==> src/rtl/novacore_cfg_loader.sv <==
// NovaCORE configuration master: unpacks word-streamed {uid,bus} frames and strobes
// them into the fabric configuration port with setup/hold margins around c_clk.
module novacore_cfg_loader #(
  parameter  int BUS_W     = 82,
  parameter  int UID_W     = 9,
  parameter  int IN_W      = 16,
  parameter  int N_FRAMES  = 100,
  parameter  int SETUP_CYC = 1,
  parameter  int CLK_HI    = 2,
  parameter  int CLK_LO    = 2,
  localparam int FW        = UID_W + BUS_W,
  localparam int CNT_W     = $clog2(N_FRAMES + 1)
) (
  input  logic             clk,
  input  logic             rst_n,
  input  logic             i_start,
  input  logic             i_abort,
  input  logic [IN_W-1:0]  i_in_data,
  input  logic             i_in_valid,
  output logic             o_in_ready,
  output logic             o_mode,
  output logic [BUS_W-1:0] o_c_bus,
  output logic [UID_W-1:0] o_c_uid,
  output logic             o_c_clk,
  output logic             o_busy,
  output logic             o_done,
  output logic [CNT_W-1:0] o_frame_cnt
);
  localparam int WORDS = (FW + IN_W - 1) / IN_W;
  localparam int WC_W  = $clog2(WORDS);
  localparam int T_MAX = (SETUP_CYC > CLK_HI) ? ((SETUP_CYC > CLK_LO) ? SETUP_CYC : CLK_LO)
                                              : ((CLK_HI > CLK_LO) ? CLK_HI : CLK_LO);
  localparam int TMR_W = (T_MAX > 1) ? $clog2(T_MAX) : 1;

  typedef enum logic [2:0] {S_IDLE, S_LOAD, S_SETUP, S_HIGH, S_LOW, S_DONE} state_t;

  state_t              r_state, w_next_state;
  logic [FW-IN_W-1:0]  r_frame;
  logic [FW-1:0]       w_cat;
  logic [WC_W-1:0]     r_wcnt;
  logic [TMR_W-1:0]    r_tmr;
  logic                r_in_ready, r_mode, r_c_clk, r_busy, r_done;
  logic [BUS_W-1:0]    r_c_bus;
  logic [UID_W-1:0]    r_c_uid;
  logic [CNT_W-1:0]    r_frame_cnt;
  logic                w_xfer, w_last, w_run_start, w_low_entry, w_active;

  // Older words sit above the incoming one; pad bits fall off the top naturally.
  assign w_cat       = {r_frame, i_in_data};
  assign w_xfer      = (r_state == S_LOAD) && i_in_valid && !i_abort;
  assign w_last      = w_xfer && (r_wcnt == WC_W'(WORDS - 1));
  assign w_run_start = (w_next_state == S_LOAD) && ((r_state == S_IDLE) || (r_state == S_DONE));
  assign w_low_entry = (r_state == S_HIGH) && (w_next_state == S_LOW);
  assign w_active    = (w_next_state != S_IDLE) && (w_next_state != S_DONE);

  always_comb begin
    // NOTE: default first so every path assigns w_next_state; a missing branch would infer a latch.
    w_next_state = r_state;
    unique case (r_state)
      S_IDLE:  if (i_start) w_next_state = S_LOAD;
      S_LOAD:  if (w_last) w_next_state = S_SETUP;
      S_SETUP: if (r_tmr == TMR_W'(SETUP_CYC - 1)) w_next_state = S_HIGH;
      S_HIGH:  if (r_tmr == TMR_W'(CLK_HI - 1)) w_next_state = S_LOW;
      S_LOW:   if (r_tmr == TMR_W'(CLK_LO - 1))
                 w_next_state = (r_frame_cnt == CNT_W'(N_FRAMES)) ? S_DONE : S_LOAD;
      S_DONE:  if (i_start) w_next_state = S_LOAD;
      default: w_next_state = S_IDLE;
    endcase
    if (i_abort) w_next_state = S_IDLE;
  end

  always_ff @(posedge clk or negedge rst_n) begin
    // NOTE: non-blocking assignments so every flop samples pre-edge values.
    if (!rst_n) r_state <= S_IDLE;
    else        r_state <= w_next_state;
  end

  // NOTE: the frame shifter has no reset; WORDS transfers overwrite it before it is ever read.
  always_ff @(posedge clk) begin
    if (w_xfer) r_frame <= w_cat[FW-IN_W-1:0];
  end

  always_ff @(posedge clk or negedge rst_n) begin
    if (!rst_n) begin
      r_wcnt      <= '0;
      r_tmr       <= '0;
      r_in_ready  <= 1'b0;
      r_mode      <= 1'b0;
      r_c_clk     <= 1'b0;
      r_busy      <= 1'b0;
      r_done      <= 1'b0;
      r_c_bus     <= '0;
      r_c_uid     <= '0;
      r_frame_cnt <= '0;
    end else begin
      // Outputs are decoded from the next state so they switch together with it.
      r_in_ready <= (w_next_state == S_LOAD);
      r_c_clk    <= (w_next_state == S_HIGH);
      r_done     <= (w_next_state == S_DONE);
      r_busy     <= w_active;
      r_mode     <= w_active;
      r_tmr      <= (w_next_state != r_state) ? '0 : r_tmr + TMR_W'(1);

      if (i_abort)     r_wcnt <= '0;
      else if (w_xfer) r_wcnt <= w_last ? '0 : r_wcnt + WC_W'(1);

      if (w_last) {r_c_uid, r_c_bus} <= w_cat;

      if (w_run_start)
        r_frame_cnt <= '0;
      else if (w_low_entry && (r_frame_cnt != CNT_W'(N_FRAMES)))
        r_frame_cnt <= r_frame_cnt + CNT_W'(1);
    end
  end

  assign o_in_ready  = r_in_ready;
  assign o_mode      = r_mode;
  assign o_c_bus     = r_c_bus;
  assign o_c_uid     = r_c_uid;
  assign o_c_clk     = r_c_clk;
  assign o_busy      = r_busy;
  assign o_done      = r_done;
  assign o_frame_cnt = r_frame_cnt;

endmodule

==> config.mk <==
export PLATFORM = sky130hd
export DESIGN_NAME = novacore_cfg_loader
export DESIGN_NICKNAME = d
export VERILOG_FILES = /design/src/rtl/novacore_cfg_loader.sv
export SDC_FILE = /design/constraint.sdc
export NUM_CORES = 1
export LEC_CHECK = 0
export CAP_MARGIN = 20
export CORE_MARGIN = 2
export CORE_UTILIZATION = 55
export DETAILED_ROUTE_END_ITERATION = 12
export HOLD_SLACK_MARGIN = 0.12
export PLACE_DENSITY_LB_ADDON = 0.3
export SYNTH_ARGS = -nofsm -noshare
export SYNTH_HDL_FRONTEND = slang
export SYNTH_SLANG_ARGS = --single-unit
==> constraint.sdc <==
create_clock -name clk -period 8.37 [get_ports clk]
set_input_delay 2.511 -clock clk [delete_from_list [all_inputs] [get_ports clk]]
set_output_delay 2.511 -clock clk [all_outputs]
set_load 0.05 [all_outputs]
==> results of run 1 <==
-- logic make-up after synthesis --
group	Yosys count	synth area share
buf+inv	20	0.0209
mux	92	0.154
compound gates	17	0.0177
fa+ha+maj	4	0.00745
xor+xnor	7	0.00913
simple gates	57	0.0492
flops	184	0.741
-- area by class of cell --
class | count | area (sq um) | share of cell area
flip-flops and latches | 184 | 4980 | 0.572
multi-input cells | 177 | 1610 | 0.185
repair buffers | 127 | 1280 | 0.147
clock buffers | 20 | 447 | 0.0513
clock inverters | 11 | 196 | 0.0226
well taps | 147 | 184 | 0.0211
inverters | 4 | 15.0 | 0.00172
-- state kept, by name, indices dropped and copies added (netlist names) --
| signal | count |
|---|---|
| o_c_bus | 82 |
| r_frame | 75 |
| o_c_uid | 9 |
| o_frame_cnt | 7 |
| r_state | 3 |
| r_wcnt | 3 |
| o_busy | 1 |
| o_c_clk | 1 |
| o_done | 1 |
| o_in_ready | 1 |
| r_tmr | 1 |
-- where the power goes --
| part | switching (mW) | internal [mW] |
|---|---|---|
| Sequential | 0.00820 | 0.951 |
| Clock | 0.326 | 0.537 |
| Combinational | 0.0356 | 0.0203 |
| Total | 0.370 | 1.51 |
-- worst max-delay path by stage --
stage | to | slack [ns]
6_report | o_c_bus[28] | 4.02
3_3_place_gp | r_tmr | 3.34
5_1_grt | o_c_bus[64] | 3.92
4_1_cts | o_frame_cnt[0] | 3.94
2_1_floorplan | r_frame[0] | 3.33
3_5_place_dp | o_frame_cnt[6] | 3.55
-- per-layer routing --
metal  global-route usage  vias to the layer above
met1                0.263                     1822
met2                0.300                      120
met4               0.0821                        0
met5                    0                        -
li1                     -                     1644
met3               0.0656                       21
-- cells in the mapped netlist (all sizes together), types with 2 or more instances --
cell	n
a21oi	5
nor2	19
buf	16
mux2	92
inv	4
and2	2
nor3	7
edfxtp	75
xor2	5
nand4b	2
o21ai	3
ha	4
nor2b	2
nand4	3
nor3b	2
dfrtp	109
nand3	6
nand2	4
and3	2
xnor2	2
-- critical path: stages --
cell	delay (ns)
clkdlybuf4s50_1	0.68
nor2_4	0.09
nand4_4	0.09
buf_4	0.51
buf_16	0.32
mux2_2	0.38
-- stage by stage --
stage               cell area (sq um)  setup slack [ns]  hold WS (ns)  instances
global route                     8710              3.92         0.452        670
global placement                 8030              3.34         0.426        637
finish                           8710              4.02         0.443        670
detailed placement               8060              3.55         0.433        638
CTS                              8700              3.94         0.448        669
floorplan                        6720              3.33         0.422        381
==> results.toml, run 1 <==
[timing]
fmax_mhz = 230
worst_slew_pin_slew_ns = 1.04
drv_slew = 0
slew_headroom = 0.307
finalSetupViolations = 0
period_needed_ns = 4.35
rsz0062_at_grt = "false"
fin_skew_ns = 0.00523
period_share = 0.519
finalHoldViolations = 0
setup_tns_ns = 0

[cts]
worstSkewPairLatency_ns = 0.42
cts_sinks = 184
hold_buffers = 0
cts_buffers = 17
postCtsSetupBuffers = 0
clk_pin_slew_ns = 0.06
ctsHtreeMaxLevel = 4
cts_resized = 0
cts_root_buffer = "clkbuf_16"
clk_path_buf_depth = 2
cts_tree = "yes"

[cells_and_area]
most-common-layout-cells = "clkdlybuf4s50_1, dfrtp_1, mux2_2"
layout_commonest_cell = "clkdlybuf4s50_1"
fin_nets = 536
diodes = 0
num-fill-cells = 772
fin_util = 0.728
area_growth_pct = 29.7
post_route_cells_drive_above_1_share = 0.250

[route]
wirelength_mm = 12.2
wl_met1_mm = 5.34
first_iter_violations = 224
firstDrtPassIters = 4
top_layer = "met4"
drc = 0
postRouteAntennaNets = 0
wl_met3_um = 739
wl_per_cell_um = 18.2
route.met2.wl_mm = 5.88
viasPerCell = 5.38
vias = 3607

[synthesis]
synth_area_leaders = "dfrtp_1, edfxtp_1, mux2_2"
yosysWarnings = 0
synth_seq_area_share = 0.741
yosys.cell_types.count = 44
synthCells = 381
syn_nets = 406
synth_ff_type = "dfrtp_1"
async_flop_share = 0.592
synth_edf_count = 75
netlist_area_sq_mm = 0.00672
syn_avg_cell_area_sq_um = 17.6
yosys.area.top_type = "dfrtp_1"
ys_ff_latch = 184
synth.top_cell.area_share = 0.406

[setup_path]
regToRegStartpoint = "r_state[1]"
crit_start = "i_abort"
regToRegEndpoint = "o_c_bus[28]"
criticalPathCategory = "input pin to flip-flop"
arrival_ns = 4.65
worst_setup_path_start_kind = "input pin"
critPathCaptureType = "flip-flop"
r2r_slack_ns = 6.02
crit_path_max_fanout = 48
required_ns = 8.67
r2r_cells = 5

[floorplan]
fp-row-count = 40
die_y_um = 115
start_util = 0.562
core_area_sq_mm = 0.0120
io_pins = 124
die_x_um = 115
die-area_sq_mm = 0.0131

[global_routing]
grt_antenna_before_repair = 0
grt_max_degree = 76
grt_pass1_wl_mm = 19.4
grt.total_usage = 0.197
grt_overflow = 0
grt_pass1_vias = 3752

[min_path]
hold_start = "r_frame[16]"
hold_path_class = "flip-flop to flip-flop"
holdPathStages = 0
min_to = "r_frame[32]"

[status]
status = "finished clean"

[placed_design]
place_hpwl_mm = 7.67
routabilityCongestion = 0.850
port_buffers = 123

[power_and_ir_drop]
leakage_nw = 3.73
power.total_mw = 1.88
power.density_mw_per_mm2 = 216
ir_drop_uv = 125

[flow_run]
maxCapViolCount = 0
Power figures use the tool's default switching activity.
==> inputs of run 2 (changes only) <==
CORE_UTILIZATION = 47   (was 55)
clock period = 3.9 ns   (was 8.37 ns; I/O delays follow)
==> results.toml, run 2 (synthesis results as in run 1) <==
[placed_design]
dpl-instance-area_sq_mm = 0.00814
place_hpwl_mm = 7.91
port_buffers = 123
routabilityCongestion = 0.814
dp_cells = 674

[cells_and_area]
most-common-layout-cells = "clkdlybuf4s50_1, dfrtp_1, mux2_2"
post_route_cells_drive_above_1_share = 0.253
instances_no_fill = 706
area_growth_pct = 29.4
final_cell_area_sq_mm = 0.00869
largest_register_ffs = 82
fin_nets = 538
layout_commonest_cell = "clkdlybuf4s50_1"
diodes = 0

[power_and_ir_drop]
p_clk_frac = 0.421
switchingPower_mw = 0.800
intPower_mw = 2.97
power.density_mw_per_mm2 = 434
pwr-share-seq = 0.546
leakage_nw = 3.72
switching_share = 0.212
power_frac_comb = 0.033
ir_drop_uv = 299

[timing]
fmax_mhz = 350
hold_slack_ns = 0.442
slew_headroom = 0.633
setup_tns_ns = 0
drv_slew = 0
finalSetupViolations = 0
fin_skew_ns = 0.00946
worst_slew_pin_slew_ns = 0.551
finalHoldViolations = 0
period_share = 0.732
rsz0062_at_grt = "false"
period_needed_ns = 2.86

[flow_run]
maxCapViolCount = 0

[floorplan]
die_x_um = 124
start_util = 0.482
fp-row-count = 43
core_area_sq_mm = 0.0139
io_pins = 124
die_y_um = 124
die-area_sq_mm = 0.0153

[global_routing]
grt_max_degree = 82
grt_pass1_vias = 3681
grt.total_usage = 0.168
grt_antenna_before_repair = 0
grt_pass1_wl_mm = 19.1
grt_overflow = 0

[setup_path]
required_ns = 2.73
regToRegStartpoint = "r_state[1]"
crit_path_max_fanout = 6
worstPathCellList = "clkdlybuf4s50_1"
worst_setup_path_start_kind = "flip-flop"
criticalPathCategory = "flip-flop to primary output"
r2r_cells = 4
critPathCaptureType = "primary output"
path_buf_inv = 1
r2r_slack_ns = 1.85
regToRegEndpoint = "o_c_bus[23]"
arrival_ns = 1.69
cp_top_family = "buffers and inverters"
crit_path_top_delay_cell = "clkdlybuf4s50_1"
cpPeakStageDelay_ns = 0.83

[min_path]
holdPathStages = 0
hold_start = "r_frame[57]"
min_to = "r_frame[73]"
hold_path_class = "flip-flop to flip-flop"

[route]
viasPerCell = 5.03
wirelength_mm = 11.7
drc = 0
firstDrtPassIters = 4
wl_per_cell_um = 16.5
vias = 3549
first_iter_violations = 179
postRouteAntennaNets = 0

[cts]
cts_root_buffer = "clkbuf_16"
postCtsSetupBuffers = 0
worstSkewPairLatency_ns = 0.42
clk_path_buf_depth = 2
ctsHtreeMaxLevel = 4
cts_buffers = 17
hold_buffers = 0
cts_tree = "yes"
cts_resized = 0
clk_pin_slew_ns = 0.06
cts_sinks = 184

[status]
status = "finished clean"
[run 2: changes by cell type in the layout (fill, tap and decap cells not counted), moves of 2 or more]
cell | previous run | this run
bufinv_16 | 5 | 1
inv_6 | 1 | 5
buf_12 | 0 | 3
clkinv_2 | 0 | 2
clkinvlp_4 | 5 | 3
clkinv_1 | 0 | 2
[run 2: worst max-delay path by stage]
| stage | startpoint | end | slack, ns | depth (start not counted) |
|---|---|---|---|---|
| detailed placement | i_abort | o_c_bus[23] | 0.74 | 5 |
| CTS | o_frame_cnt[2] | o_frame_cnt[2] | 1.03 | 1 |
| floorplan | i_abort | r_frame[0] | 0.20 | 3 |
| global placement | i_abort | o_c_bus[42] | 0.78 | 5 |
| finish | o_frame_cnt[2] | o_frame_cnt[2] | 1.04 | 1 |
| global route | o_frame_cnt[3] | o_frame_cnt[3] | 0.99 | 1 |
[run 2: area by class of cell]
type / instances / area [sq um]
Fill cell: 1011 / 5240
Sequential cell: 184 / 4980
Multi-Input combinational cell: 177 / 1610
Timing Repair Buffer: 129 / 1310
Clock buffer: 18 / 429
Tap cell: 180 / 225
Clock inverter: 14 / 123
Inverter: 4 / 15.0
[run 2: per-layer routing]
metal / vias up / GRT usage / part of all wire
met2: 89 / 0.263 / 0.51
met5: - / 0 / 0
met4: 0 / 0.0618 / 0.011
li1: 1652 / - / -
met1: 1797 / 0.222 / 0.44
met3: 11 / 0.0540 / 0.047
[run 2: power by group through the flow]
stage	Combinational, mW	Clock, mW	Sequential (mW)
after floorplan	0.0499	0	2.10
after global placement	0.123	0	2.09
after detailed placement	0.127	0	2.10
after CTS	0.129	1.62	2.06
after global routing	0.140	1.72	2.06
final	0.126	1.59	2.06
[run 2: through the flow]
| stage | utilization | setup slack, ns | power (mW) |
|---|---|---|---|
| CTS | 0.624 | 1.03 | 3.81 |
| global placement | 0.584 | 0.784 | 2.22 |
| finish | 0.624 | 1.04 | 3.77 |
| detailed placement | 0.584 | 0.741 | 2.22 |
| floorplan | - | 0.197 | 2.15 |
| global route | 0.624 | 0.988 | 3.92 |
==> inputs of run 3 (changes only) <==
CORE_UTILIZATION = 52   (was 47)
clock period = 2.82 ns   (was 3.9 ns; I/O delays follow)
==> results.toml, run 3 (synthesis results as in run 1) <==
[power_and_ir_drop]
power.density_mw_per_mm2 = 637
ir_drop_uv = 311
leakage_nw = 3.81
power.total_mw = 5.66

[global_routing]
grt_pass1_vias = 3813
grt_antenna_before_repair = 0
grt_max_degree = 49
grt.total_usage = 0.186
grt_overflow = 0
grt_pass1_wl_mm = 20.1

[setup_path]
critPathCaptureType = "primary output"
required_ns = 1.97
worst_setup_path_start_kind = "flip-flop"
worstPathCellList = "clkdlybuf4s50_1"
cpPeakStageDelay_ns = 0.85
arrival_ns = 1.72
cp_top_family = "buffers and inverters"
criticalPathCategory = "flip-flop to primary output"
path_buf_inv = 1
crit_path_top_delay_cell = "clkdlybuf4s50_1"
crit_path_max_fanout = 6

[cts]
ctsHtreeMaxLevel = 4
clk_pin_slew_ns = 0.06
cts_tree = "yes"
cts_buffers = 17
postCtsSetupBuffers = 0
worstSkewPairLatency_ns = 0.42
cts_resized = 0
hold_buffers = 0
cts_sinks = 184
clk_path_buf_depth = 2
cts_root_buffer = "clkbuf_16"

[cells_and_area]
area_growth_pct = 32.1
most-common-layout-cells = "clkdlybuf4s50_1, dfrtp_1, mux2_2"
fin_nets = 543
largest_register_ffs = 82
diodes = 0
post_route_cells_drive_above_1_share = 0.260
layout_commonest_cell = "clkdlybuf4s50_1"

[floorplan]
die_y_um = 118
fp-row-count = 41
die-area_sq_mm = 0.0138
die_x_um = 118
io_pins = 124
start_util = 0.532
core_area_sq_mm = 0.0126

[placed_design]
routabilityCongestion = 0.809
place_hpwl_mm = 8.25
port_buffers = 123

[route]
wl_met3_um = 564
top_layer = "met4"
route.met2.wl_mm = 6.00
drc = 0
postRouteAntennaNets = 0
first_iter_violations = 153
wl_per_cell_um = 17.0
firstDrtPassIters = 5
viasPerCell = 5.14
wirelength_mm = 12.0
vias = 3612
wl_met1_mm = 5.11

[timing]
setup_tns_ns = 0
period_share = 0.911
fmax_mhz = 389
period_needed_ns = 2.57
finalHoldViolations = 0
hold_slack_ns = 0.413
finalSetupViolations = 0
slew_headroom = 0.619
rsz0062_at_grt = "false"
fin_skew_ns = 0.00684
drv_slew = 0
worst_slew_pin_slew_ns = 0.570

[flow_run]
maxCapViolCount = 0

[min_path]
hold_path_class = "input pin to async pin"

[status]
status = "finished clean"
run 3: final cells by class:
type                            count  area (sq um)
Sequential cell                   184          4980
Timing Repair Buffer              134          1390
Inverter                            4          15.0
Fill cell                         868          3740
Clock inverter                     11           218
Clock buffer                       21           450
Multi-Input combinational cell    177          1610
Tap cell                          172           215
run 3: metal layers:
| layer | vias up | global-route usage |
|---|---|---|
| met4 | 0 | 0.0941 |
| met1 | 1799 | 0.236 |
| met2 | 123 | 0.301 |
| met5 | - | 0 |
| li1 | 1668 | - |
| met3 | 22 | 0.0451 |
run 3: worst paths after layout:
| path | slack [ns] | depth (start not counted) | startpoint | end |
|---|---|---|---|---|
| worst max-delay path | 0.25 | 1 | o_frame_cnt[2] | o_frame_cnt[2] |
| worst min-delay path | 0.41 | 1 | rst_n | o_c_bus[72] |
| worst max register to register | 0.84 | 7 | r_wcnt[1] | r_tmr |
| worst min register to register | 0.44 | 0 | r_frame[24] | r_frame[40] |
| max in group asynchronous | 1.71 | 2 | rst_n | o_c_bus[69] |
| min in group clk | 0.44 | 0 | r_frame[24] | r_frame[40] |
run 3: worst reg2reg max path, delay by kind of cell (launching register included):
kind | cells | cell delay (ns)
AND/OR/NAND/NOR | 3 | 0.72
buffers and inverters | 1 | 0.09
adder cells (fa/ha/maj) | 1 | 0.15
flip-flops | 1 | 0.40
AO/OA/AOI/OAI | 2 | 0.50
run 3: report_power, final:
group / total (mW) / internal, mW / switching (mW) / leakage (nW)
registers: 2.85 / 2.82 / 0.0254 / 2.20
logic: 0.177 / 0.0710 / 0.106 / 1.29
clock network: 2.63 / 1.69 / 0.945 / 0.318
total: 5.66 / 4.58 / 1.08 / 3.81
run 3: through the flow:
step            util  instances  area [sq um]  setup WS, ns
2_1_floorplan      -        381          6720         0.271
3_3_place_gp   0.650        671          8210         0.276
3_5_place_dp   0.650        671          8210         0.224
4_1_cts        0.703        703          8870         0.241
5_1_grt        0.703        703          8870         0.204
6_report       0.703        703          8870         0.251
